--- src/rtl/vga_line_fetcher_pkg.sv ---
// Shared VGA/display constants and the line fetcher FSM encoding.
package vga_line_fetcher_pkg;

    localparam int VC_W      = 10;
    localparam int DATA_W    = 16;
    localparam int V_TOTAL   = 525;
    localparam int V_VISIBLE = 480;

    localparam int               DEF_ADDR_W     = 16;
    localparam int               DEF_CELL_SHIFT = 4;
    localparam int               DEF_BOARD_ROWS = 30;
    localparam logic [15:0]      DEF_BASE_ADDR  = 16'h0100;

    typedef enum logic [1:0] {
        ST_IDLE = 2'd0,
        ST_REQ  = 2'd1,
        ST_WAIT = 2'd2
    } fetch_state_t;

endpackage

--- src/rtl/vga_line_fetcher_if.sv ---
// Read port to the shared game memory: held request, one-cycle grant, later data strobe.
interface vga_line_fetcher_if #(
    parameter int ADDR_W = 16,
    parameter int DATA_W = 16
);
    logic              mem_req;
    logic [ADDR_W-1:0] mem_addr;
    logic              mem_gnt;
    logic              mem_rvalid;
    logic [DATA_W-1:0] mem_rdata;

    modport master (
        output mem_req,
        output mem_addr,
        input  mem_gnt,
        input  mem_rvalid,
        input  mem_rdata
    );

    modport slave (
        input  mem_req,
        input  mem_addr,
        output mem_gnt,
        output mem_rvalid,
        output mem_rdata
    );
endinterface

--- src/rtl/vga_line_fetcher_line_change_detect.sv ---
// Tracks vcount changes and flags the prefetch trigger (last line of a cell row) and row swap.
module vga_line_fetcher_line_change_detect
    import vga_line_fetcher_pkg::*;
#(
    parameter int CELL_SHIFT = DEF_CELL_SHIFT,
    parameter int LINES      = V_TOTAL
) (
    input  logic            clk,
    input  logic            reset,
    input  logic [VC_W-1:0] vcount,
    output logic            trigger,
    output logic            swap,
    output logic [VC_W-1:0] target_row
);

    localparam logic [VC_W-1:0]       LAST_LINE = VC_W'(LINES - 1);
    localparam logic [CELL_SHIFT-1:0] LOW_ONES  = '1;

    logic [VC_W-1:0] vcount_q;
    logic [VC_W-1:0] next_line;
    logic            line_chg;

    always_ff @(posedge clk) begin
        if (!reset) vcount_q <= '0;
        else        vcount_q <= vcount;
    end

    // The frame's last line also triggers so row 0 is ready when vcount wraps.
    always_comb begin
        line_chg   = (vcount != vcount_q);
        trigger    = line_chg && ((vcount[CELL_SHIFT-1:0] == LOW_ONES) || (vcount == LAST_LINE));
        swap       = line_chg && (vcount[CELL_SHIFT-1:0] == '0);
        next_line  = (vcount == LAST_LINE) ? '0 : vcount + VC_W'(1);
        target_row = next_line >> CELL_SHIFT;
    end

endmodule

--- src/rtl/vga_line_fetcher.sv ---
// Prefetches the next board row from game memory and double-buffers it for the VGA bit generator.
module vga_line_fetcher
    import vga_line_fetcher_pkg::*;
#(
    parameter int                ADDR_W     = DEF_ADDR_W,
    parameter logic [ADDR_W-1:0] BASE_ADDR  = DEF_BASE_ADDR,
    parameter int                CELL_SHIFT = DEF_CELL_SHIFT,
    parameter int                BOARD_ROWS = DEF_BOARD_ROWS,
    parameter int                LINES      = V_TOTAL
) (
    input  logic                clk,
    input  logic                reset,
    input  logic [VC_W-1:0]     vcount,
    vga_line_fetcher_if.master  mem,
    output logic [DATA_W-1:0]   curr_line,
    output logic                underrun
);

    fetch_state_t      state, state_nxt;
    logic              trigger, swap;
    logic [VC_W-1:0]   target_row;
    logic [VC_W-1:0]   tgt_row_q;
    logic              req_pend, discard;
    logic [DATA_W-1:0] pending;
    logic              pending_valid;
    logic              in_range, fetch_trig, launch, rd_done, rd_keep;

    vga_line_fetcher_line_change_detect #(
        .CELL_SHIFT (CELL_SHIFT),
        .LINES      (LINES)
    ) u_detect (
        .clk        (clk),
        .reset      (reset),
        .vcount     (vcount),
        .trigger    (trigger),
        .swap       (swap),
        .target_row (target_row)
    );

    always_comb begin
        in_range   = (target_row < VC_W'(BOARD_ROWS));
        fetch_trig = trigger && in_range;
        launch     = (state == ST_IDLE) && (fetch_trig || req_pend);
        rd_done    = (state == ST_WAIT) && mem.mem_rvalid;
        // Data returning in the same cycle as a new trigger is already stale.
        rd_keep    = rd_done && !discard && !trigger;
    end

    always_ff @(posedge clk) begin
        if (!reset) state <= ST_IDLE;
        else        state <= state_nxt;
    end

    always_comb begin
        state_nxt = state;
        case (state)
            ST_IDLE: if (launch)             state_nxt = ST_REQ;
            ST_REQ:  if (mem.mem_gnt)        state_nxt = ST_WAIT;
            ST_WAIT: if (mem.mem_rvalid)     state_nxt = ST_IDLE;
            default:                         state_nxt = ST_IDLE;
        endcase
    end

    always_comb begin
        mem.mem_req = (state == ST_REQ);
    end

    always_ff @(posedge clk) begin
        if (!reset) begin
            mem.mem_addr  <= '0;
            tgt_row_q     <= '0;
            req_pend      <= 1'b0;
            discard       <= 1'b0;
            pending       <= '0;
            pending_valid <= 1'b0;
            curr_line     <= '0;
            underrun      <= 1'b0;
        end else begin
            underrun <= 1'b0;
            if (swap) begin
                curr_line     <= pending_valid ? pending : '0;
                underrun      <= !pending_valid;
                pending_valid <= 1'b0;
            end
            // Rows past the board need no fetch: a blank row is ready immediately.
            if (trigger) begin
                if (!in_range) begin
                    pending       <= '0;
                    pending_valid <= 1'b1;
                    req_pend      <= 1'b0;
                end else begin
                    pending_valid <= 1'b0;
                    tgt_row_q     <= target_row;
                    req_pend      <= (state != ST_IDLE);
                end
                if (state != ST_IDLE) discard <= 1'b1;
            end
            if (launch) begin
                mem.mem_addr <= BASE_ADDR + ADDR_W'(fetch_trig ? target_row : tgt_row_q);
                if (!fetch_trig) req_pend <= 1'b0;
            end
            if (rd_done) discard <= 1'b0;
            if (rd_keep) begin
                pending       <= mem.mem_rdata;
                pending_valid <= 1'b1;
            end
        end
    end

endmodule
--- src/flat_wrapper.sv ---
// flat-port wrapper written by rule: the top's interface ports become plain ports
module vga_line_fetcher_flat import vga_line_fetcher_pkg::*;
#(
    parameter int                ADDR_W     = DEF_ADDR_W,
    parameter logic [ADDR_W-1:0] BASE_ADDR  = DEF_BASE_ADDR,
    parameter int                CELL_SHIFT = DEF_CELL_SHIFT,
    parameter int                BOARD_ROWS = DEF_BOARD_ROWS,
    parameter int                LINES      = V_TOTAL
)
  (clk, reset, vcount, curr_line, underrun, mem_mem_req, mem_mem_addr, mem_mem_gnt, mem_mem_rvalid, mem_mem_rdata);
  vga_line_fetcher_if #(.ADDR_W(ADDR_W)) mem_i ();
  input  logic clk;
  input  logic reset;
  input  logic [VC_W-1:0] vcount;
  output logic [DATA_W-1:0] curr_line;
  output logic underrun;
  output wire logic [$bits(mem_i.mem_req)-1:0] mem_mem_req;
  output wire logic [$bits(mem_i.mem_addr)-1:0] mem_mem_addr;
  input wire logic [$bits(mem_i.mem_gnt)-1:0] mem_mem_gnt;
  input wire logic [$bits(mem_i.mem_rvalid)-1:0] mem_mem_rvalid;
  input wire logic [$bits(mem_i.mem_rdata)-1:0] mem_mem_rdata;
  assign mem_mem_req = mem_i.mem_req;
  assign mem_mem_addr = mem_i.mem_addr;
  assign mem_i.mem_gnt = mem_mem_gnt;
  assign mem_i.mem_rvalid = mem_mem_rvalid;
  assign mem_i.mem_rdata = mem_mem_rdata;
  vga_line_fetcher #(.ADDR_W(ADDR_W), .BASE_ADDR(BASE_ADDR), .CELL_SHIFT(CELL_SHIFT), .BOARD_ROWS(BOARD_ROWS), .LINES(LINES)) u_core (.clk(clk), .reset(reset), .vcount(vcount), .mem(mem_i), .curr_line(curr_line), .underrun(underrun));
endmodule
--- config.mk ---
export PLATFORM = sky130hd
export DESIGN_NAME = vga_line_fetcher_flat
export DESIGN_NICKNAME = d
export VERILOG_FILES = /design/src/rtl/vga_line_fetcher_pkg.sv /design/src/rtl/vga_line_fetcher_if.sv /design/src/rtl/vga_line_fetcher_line_change_detect.sv /design/src/rtl/vga_line_fetcher.sv /design/src/flat_wrapper.sv
export SDC_FILE = /design/constraint.sdc
export NUM_CORES = 1
export LEC_CHECK = 0
export BUFFER_PORTS_ARGS = -buffer_cell sky130_fd_sc_hd__buf_2
export CAP_MARGIN = 15
export CORE_AREA = 4 4 73 75
export DETAILED_ROUTE_END_ITERATION = 8
export DIE_AREA = 0 0 77 79
export MAX_ROUTING_LAYER = met4
export PLACE_DENSITY = 0.85
export SLEW_MARGIN = 30
export SYNTH_ARGS = -nofsm -noshare
export SYNTH_HDL_FRONTEND = slang
export SYNTH_SLANG_ARGS = --single-unit
--- constraint.sdc ---
create_clock -name clk -period 6 [get_ports clk]
set_input_delay 0.3 -clock clk [delete_from_list [all_inputs] [get_ports clk]]
set_output_delay 0.3 -clock clk [all_outputs]
set_load 0.01 [all_outputs]
==> impl_summary.md, run 1 <==
Finish
The number of nets at the end of the flow is 339. The number of antenna diodes in the final layout is 0. In the final layout, the share of cells above drive strength 1 is 0.2643.

From synthesis to final layout, the design area changed by 17.19%. In the layout the commonest cells are sky130_fd_sc_hd__dfxtp_1 (61), sky130_fd_sc_hd__buf_2 (54), sky130_fd_sc_hd__inv_1 (35). The most common cell after layout, fill and taps aside is sky130_fd_sc_hd__dfxtp_1.

Synthesis
Of the synthesized area, sequential elements account for 0.4780. The Yosys step of the flow raised 0 warnings. The number of distinct library cells after synthesis is 48. The post-synth design cell area is 0.002555 mm2. Dividing the synthesized area by the synthesized cell count gives 9.752 um2. After synthesis the netlist holds a flip-flop and latch count of 61.

Counting flops with an async set or reset pin after synthesis yields a share of 0. For this run, the leading register cell type out of synthesis is sky130_fd_sc_hd__dfxtp_1. The count of flip-flops with a built-in enable after synthesis is 0. The number of cells produced by synthesis is 262.

Global routing
The initial antenna violation count is 0. Entering global routing, the biggest net connects 23 pins. The via count of the first global-routing pass came to 1925. For this run, the total global-route usage over all layers was measured as 0.1941. Summed over all layers, the global routing overflow is 0. The wire length of the first global-routing pass is 9108 um.

Detailed routing
The average wire per standard cell is 14.61 um. The remaining antenna violation count after routing is 0. In the routed design, unresolved DRC markers number 0.

Using the TritonRoute via totals, the vias-per-cell ratio works out to 5.451. Wires add up to 5376 um. The first detailed-routing pass took 4 iterations. The via total after detailed routing is 2006.

The first-iteration detailed-routing DRC count is 119.

Clock tree
Clock-pin slew was measured on the worst setup and hold paths at 0.07 ns. The clock root buffer master is sky130_fd_sc_hd__clkbuf_8. The CTS sink count is 61.

The post-CTS setup-driven buffer insertion count is 0. The H-tree was split into 3 levels. Once the clock tree was built, the resizer swapped 0 gates to a different size.

Hold repair after CTS inserted 0 buffers. For the worst-skew pair, the clock arrives at the later sink with an insertion delay of 0.33 ns. TritonCTS built the clock tree. The clock buffer count from CTS is 9. The buffer depth of the longest clock path is 2.

Critical path
The timing startpoint of the critical path is u_core.u_detect.vcount_q[2]. The data arrival time at the worst-slack endpoint is 2.89 ns. The slowest stage of the critical path belongs to the cell sky130_fd_sc_hd__a32o_1. The count of cells along the worst register-to-register path is 5. The kind of launch point of the worst setup path is a register. Following the worst setup path forward leads to its endpoint at u_core.pending[11]. The critical path crosses 5 cells after its start point. The signal on the critical path passes through xor2_1, nor4_1, a32o_1, nand3_1, o32ai_1. For this run, the slowest stage of the critical path takes 0.67 ns. The beginning of the worst register-to-register path is u_core.u_detect.vcount_q[2]. For the worst setup path, the data required time is 6.24 ns. Along the worst path, the maximum fanout reaches 16. The setup path with the least slack is of type reg -> reg.

The worst setup path is captured at a register. Together, buffers and inverters on the worst path number 0. The cell type group with the largest total delay on the critical path is simple AND/OR/NAND/NOR gates. In this run the register-to-register setup slack is 3.35 ns. The endpoint identified for the worst register-to-register timing path is u_core.pending[11].

Die
From left edge to right edge, the die measures 77 um. The number of standard-cell rows in the floorplan is 25. The starting utilization of the core area is 0.5482. The die is 79 um tall. The floorplan step defined a die boundary enclosing 0.006083 mm2.

The area of the core is 0.004661 mm2. 64 I/O pins were placed.

Hold path
The class of the tightest hold or removal check is in -> reg.

STA
At the pin with the least slew margin, the transition time is 0.8259 ns. After routing, the total negative slack on setup checks comes to 0 ns. In this run the tightest slew margin relative to its limit is 0.4491. The number of hold violations in the final report is 0. The post-route clock period utilization is 0.4415. Setup repair after global routing left no endpoint under its margin. The smallest clock period supported by the final layout is computed as 2.649 ns. Clock skew on the completed layout was measured at 0.005180 ns.

The count of endpoints failing setup in the final report is 0. The max-slew violation count is 0. Based on the critical path, the design can be clocked at up to 0.3775 GHz.

Pwr
For this design the ratio of total power to cell area is 293.1 mW/mm2. Power comes to 0.8776 mW. The share of total power dissipated in the clock network is 0.465.

In this run the power spent charging and discharging nets is 0.1914 mW. Of the total power, the share spent switching nets is 0.2181. The leakage power is 1.294 nW. The share of total power dissipated in sequential elements is 0.471. The share of total power dissipated in combinational logic is 0.064. The internal power of the cells totals 0.6863 mW. The maximum vdd drop is 0.1790 mV.

Job
Max-cap violations in this run came to 0.

Placement
Input and output buffers added on the ports amount to 54. The final weighted congestion in routability-driven placement is 0.8161. The half-perimeter wire length of the detailed placement result is 3610 um.

Outcome
The flow ran to the end, and the final reports show no timing, DRC or antenna violations.
[metrics by stage]
stage	worst slack, ns	hold WS [ns]	utilization	std cells	cell area, um2
after floorplan	3.838	0.4085	-	270	2585
after global placement	3.342	0.4324	0.5922	352	2760
after detailed placement	3.206	0.4401	0.5922	352	2760
after CTS	3.353	0.1644	0.6405	368	2985
after global routing	3.024	0.1767	0.6424	368	2994
final	3.351	0.1792	0.6424	368	2994
[Yosys cell counts, types with 2 or more instances]
library cell,count,area [um2]
sky130_fd_sc_hd__nand3_1,3,15.01
sky130_fd_sc_hd__buf_4,14,105.1
sky130_fd_sc_hd__and2_1,8,50.05
sky130_fd_sc_hd__a22o_1,16,140.1
sky130_fd_sc_hd__nor2_1,10,37.54
sky130_fd_sc_hd__dfxtp_1,61,1221
sky130_fd_sc_hd__o32ai_1,16,140.1
sky130_fd_sc_hd__nor4_1,3,18.77
sky130_fd_sc_hd__xor2_1,12,105.1
sky130_fd_sc_hd__xnor2_1,3,26.28
sky130_fd_sc_hd__nor3_1,13,65.06
sky130_fd_sc_hd__o2111ai_1,6,52.55
sky130_fd_sc_hd__inv_1,35,131.4
sky130_fd_sc_hd__nand2_1,6,22.52
sky130_fd_sc_hd__o41ai_1,5,43.79
sky130_fd_sc_hd__nand4_1,3,18.77
sky130_fd_sc_hd__clkbuf_1,7,26.28
sky130_fd_sc_hd__buf_2,3,15.01
sky130_fd_sc_hd__a21oi_1,8,40.04
sky130_fd_sc_hd__nor3b_1,2,15.01
[power by group through the flow]
stage	Combinational (mW)	Clock (mW)	Sequential, mW
floorplan	0.0433	0	0.422
global placement	0.0542	0	0.422
detailed placement	0.0551	0	0.422
CTS	0.0558	0.415	0.413
global route	0.0635	0.435	0.414
finish	0.0562	0.408	0.413
[layer usage]
metal	up-vias	track usage	wire, um
met2	44	0.2901	2524
met1	940	0.2436	2530
met4	0	0.07295	46
li1	1016	-	-
met5	-	-	0
met3	6	0.06803	275
[worst min path at each step]
stage | startpoint | end | slack [ns] | depth (start not counted)
global placement | u_core.mem.mem_addr[8] | u_core.mem.mem_addr[8] | 0.43 | 2
floorplan | mem_mem_gnt | u_core.state[0] | 0.41 | 1
CTS | mem_mem_gnt | u_core.state[0] | 0.16 | 2
detailed placement | u_core.mem.mem_addr[8] | u_core.mem.mem_addr[8] | 0.44 | 2
global route | mem_mem_gnt | u_core.state[0] | 0.18 | 2
finish | mem_mem_gnt | u_core.state[0] | 0.18 | 2
[state kept, by name (all words and copies together) (netlist names)]
name and flops:
u_core.curr_line 16, u_core.mem.mem_addr 7, u_core.discard 1, u_core.req_pend 1, u_core.pending 16, u_core.tgt_row_q 6, u_core.u_detect.vcount_q 10, u_core.state 2
u_core.pending_valid 1, u_core.underrun 1
[cell families (layout without fill, tap and decap cells)]
family | count (synthesis) | after routing | synth area share
AOI/OAI and AO/OA | 62 | 62 | 0.2106
and+or+nand+nor | 62 | 62 | 0.1435
DFF | 61 | 61 | 0.4780
buffers and inverters | 61 | 105 | 0.1151
xor gates and xnor gates | 15 | 15 | 0.05142
other | 1 | 9 | 0.001468
[worst reg2reg max path, cell delays in order, from the launching register on]
cell and delay, ns:
sky130_fd_sc_hd__dfxtp_1 0.31, sky130_fd_sc_hd__xor2_1 0.14, sky130_fd_sc_hd__nor4_1 0.55, sky130_fd_sc_hd__a32o_1 0.67
sky130_fd_sc_hd__nand3_1 0.61, sky130_fd_sc_hd__o32ai_1 0.28
[layout make-up]
type	instances	area, um2
clock buffers	12	155.1
well taps	54	67.56
inverters	35	131.4
fillers	404	1667
multi-input cells	148	1079
repair buffers	54	270.3
flip-flops and latches	61	1221
clock inverters	4	70.07
No activity file was read; power rests on OpenSTA's default activity.
==> inputs of run 2 (changes only) <==
Settings changed: ABC_AREA set to 1, CORE_AREA 4 4 73 75 to 4 4 81 83, DIE_AREA 0 0 77 79 to 0 0 85 87, PLACE_DENSITY 0.85 to 0.77.
Clock period 6 ns to 2.3 ns, I/O delays scaled along.
==> impl_summary.md, run 2 <==
Finish
The proportion of layout cells with a drive suffix above 1 was 0.2587 (-0.005625). In the final layout, the registers with the most flip-flops are u_core.curr_line (16), u_core.pending (16), u_core.u_detect.vcount_q (10). The filler-free cell count of the finished design was 477 (+30%). The most common cell after layout, fill and taps aside is sky130_fd_sc_hd__nand2_1. In the layout the commonest cells are sky130_fd_sc_hd__nand2_1 (80), sky130_fd_sc_hd__dfxtp_1 (61), sky130_fd_sc_hd__buf_2 (54). The number of nets at the end of the flow is 427 (+26%). Relative to the synthesized area, the layout overhead comes to 16.06%. The final cell area excluding filler cells is 0.003137 mm2 (+4.8%). The antenna diode count is 0 (unchanged).

The end-of-flow core utilization is 0.5361 (-0.1063). The number of filler cells placed in the layout is 571 (+41%).

Die
The area of the core is 0.005851 mm2 (+26%). The floorplan die area is 0.007395 mm2 (+22%). The height of the die came to 87 um (+10%).

The I/O pin total is 64 (unchanged). The width of the die was 85 um (+10%). The number of standard-cell rows in the floorplan is 28 (+12%). The starting utilization of the core area is 0.4619 (-0.08625).

Synthesis
The number of synthesized register bits is 61 (unchanged). After synthesis, the most frequently instantiated cells are sky130_fd_sc_hd__nand2_1 (80), sky130_fd_sc_hd__dfxtp_1 (61), sky130_fd_sc_hd__inv_1 (42), sky130_fd_sc_hd__nand3_1 (33), sky130_fd_sc_hd__a21oi_1 (25). The count of flip-flops with a built-in enable after synthesis was 0 (unchanged). The share of the synthesized area in the top cell type is 0.4519 (-0.02611). The number of distinct library cells after synthesis came to 34 (-29%). The synthesized design spends more area on one cell type than any other, namely sky130_fd_sc_hd__dfxtp_1. The share of synthesized area occupied by flip-flops and latches is 0.4519 (-0.02611). The proportion of register bits with asynchronous set or reset after synthesis is 0 (unchanged). The most common cell in the synthesized netlist is sky130_fd_sc_hd__nand2_1. The synthesized area divided by synthesized cell count is 7.856 um2 (-19%). The number of warnings printed during yosys synthesis is 0 (unchanged).

The number of cells produced by synthesis is 344 (+31%). The post-synth design cell area came to 0.002703 mm2 (+5.8%). After synthesis, the cell types taking the most area are sky130_fd_sc_hd__dfxtp_1 (45%), sky130_fd_sc_hd__nand2_1 (11%), sky130_fd_sc_hd__nand3_1 (6.1%). In the synthesized netlist the dominant register cell turns out to be sky130_fd_sc_hd__dfxtp_1.

Pwr
The proportion of power drawn by flip-flops and latches is 0.517 (+0.046). The reported net switching power came to 0.5215 mW (+170%). The part of the power in combinational logic is 0.074 (+0.010). The power consumption was 2.093 mW (+140%). The internal power consumption is 1.571 mW (+130%). The clock share of power came to 0.408 (-0.057). The leakage power came to 1.440 nW (+11%).

The maximum vdd drop is 0.4485 mV (+150%). The power density over the cells was 667.1 mW/mm2 (+130%). The switching power as a share of total power is 0.2492 (+0.03111).

Global routing
The remaining global-route overflow is 0 (unchanged). The overall track demand over capacity in global routing is 0.1686 (-0.02556). The via count of the first global-routing pass is 2175 (+13%). The wire length of the first global-routing pass came to 9708 um (+6.6%).

The initial antenna violation count is 0 (unchanged). The largest net degree at the start of global routing came to 23 (unchanged).

STA
The transition time of the tightest slew-check pin is 0.6628 ns (-0.1630 ns). The slack of the critical path is 0.4437 ns (-2.907 ns). The shortest period the worst path allows was 1.856 ns (-0.7928 ns). The worst hold margin is 0.02237 ns (-0.1569 ns). Setup repair after global routing left no endpoint under its margin. The setup clock skew after layout is 0.009212 ns (+0.004032 ns).

The count of endpoints failing setup in the final report was 0 (unchanged). The post-route clock period utilization was 0.8071 (+0.3656). The number of hold violations in the final report came to 0 (unchanged). The relative slew slack is 0.5575 (+0.1084). The total negative setup slack was 0 ns (unchanged).

The peak clock frequency supported by timing is 0.5387 GHz (+43%). The max-slew violation count is 0 (unchanged).

Placement
The worst-case setup slack after placement is 0.4552 ns (-2.750 ns). The final weighted congestion in routability-driven placement is 0.8062 (-1.2%). The half-perimeter wire length of the detailed placement result is 4039 um (+12%). The number of I/O port buffers is 54 (unchanged). The total placed instance area came to 0.002959 mm2 (+7.2%). The post-placement cell count is 461 (+31%).

Critical path
The dominant cell type by count on the critical path is sky130_fd_sc_hd__nand2_1. Traced cell by cell, the critical path runs through inv_1, nand2_1, nand2_1, a21oi_1, nand3_1, nor2_4, nor2_8, nor3_4, nand2_1, a21oi_1. The critical path start-end classification is reg -> reg. The required time of the critical path came to 2.54 ns (-3.70 ns). The worst stage delay on the critical path is 0.48 ns (-0.19 ns). STA classifies the critical path startpoint as a register.

The type of element capturing the critical path is a register. For this design, the slowest cell found on the critical path is sky130_fd_sc_hd__nor3_4. The data arrival time at the worst-slack endpoint came to 2.10 ns (-0.79 ns). The largest driver fanout on the critical path came to 16 (unchanged).

Detailed routing
The detailed-route vias per instance is 4.847 (-11%). The DRC violation count after routing is 0 (unchanged). The first-iteration detailed-routing DRC count was 94 (-21%).

The remaining antenna violation count after routing was 0 (unchanged). The total routed wirelength is 5738 um (+6.7%). The via total after detailed routing is 2312 (+15%). The average wire per standard cell is 12.03 um (-18%). The total iterations of the first detailed-routing run is 4 (unchanged).

Clock tree
The number of cells upsized or downsized after cts was 0 (unchanged). The CTS sink count is 61 (unchanged). The CTS H-tree depth is 3 (unchanged). The buffer depth of the longest clock path is 2 (unchanged). The clock transition time at the flip-flop clock pins of the worst setup and hold paths is 0.07 ns (about the same). The clock buffer count from CTS is 9 (unchanged). The post-CTS setup-driven buffer insertion count is 0 (unchanged). The clock root buffer master is sky130_fd_sc_hd__clkbuf_8. TritonCTS built the clock tree.

The clock latency at the later pin of the worst-skew pair came to 0.34 ns (about the same). The quantity of hold-fixing buffers added after cts is 0 (unchanged).

Outcome
The run finished with clean final reports.

Job
The count of max-cap constraint violations is 0 (unchanged).

Hold path
The class of the tightest hold or removal check is in -> reg.
run 2: cell types whose count changed in the layout (fill, tap and decap cells not counted), moves of 13 or more:
cell and change:
sky130_fd_sc_hd__nand2_1 +74, sky130_fd_sc_hd__nand3_1 +30, sky130_fd_sc_hd__a21oi_1 +17, sky130_fd_sc_hd__a22o_1 -16, sky130_fd_sc_hd__o21ai_0 +16, sky130_fd_sc_hd__o32ai_1 -16, sky130_fd_sc_hd__nor3_1 -13
run 2: routing by layer:
layer | share of wire | vias to the layer above | global-route usage
met5 | 0 | - | -
met4 | 0.021 | 0 | 0.09209
met3 | 0.072 | 10 | 0.04163
met2 | 0.47 | 70 | 0.2599
met1 | 0.44 | 1064 | 0.2027
li1 | - | 1168 | -
run 2: cell families (layout without fill, tap and decap cells):
family	count (synthesis)	count (layout)	synth area share
simple gates	154	154	0.2806
other cells	1	9	0.001388
buf+inv	65	115	0.1162
flops	61	61	0.4519
xor+xnor	11	11	0.03565
compound gates	52	52	0.1144
run 2: path summary, 6_finish.rpt:
| kind | cells past startpoint | slack [ns] | to | from |
|---|---|---|---|---|
| max | 10 | 0.44 | u_core.pending[4] | u_core.u_detect.vcount_q[0] |
| min | 3 | 0.02 | u_core.u_detect.vcount_q[8] | vcount[8] |
| max reg2reg | 10 | 0.44 | u_core.pending[4] | u_core.u_detect.vcount_q[0] |
| min reg2reg | 2 | 0.45 | u_core.mem.mem_addr[8] | u_core.mem.mem_addr[8] |
run 2: worst max-delay path, delay by kind of cell (launching register included):
family / cells / cell delay [ns]
DFF: 1 / 0.34
and+or+nand+nor: 7 / 1.06
buffers and inverters: 1 / 0.04
AOI/OAI and AO/OA: 2 / 0.30
run 2: layout make-up:
cell class,instances,area [um2],share of cell area
Tap cell,75,93.84,0.02992
Inverter,43,161.4,0.05146
Multi-Input combinational cell,226,1197,0.3817
Clock inverter,4,22.52,0.007180
Clock buffer,12,155.1,0.04946
Timing Repair Buffer,56,285.3,0.09095
Sequential cell,61,1221,0.3893
run 2: power groups by stage:
stage | Sequential, mW | Combinational, mW | Clock (mW)
after floorplan | 1.10 | 0.116 | 0
after global placement | 1.11 | 0.154 | 0
after detailed placement | 1.11 | 0.155 | 0
after CTS | 1.08 | 0.156 | 0.872
after global routing | 1.08 | 0.175 | 0.916
final | 1.08 | 0.155 | 0.855
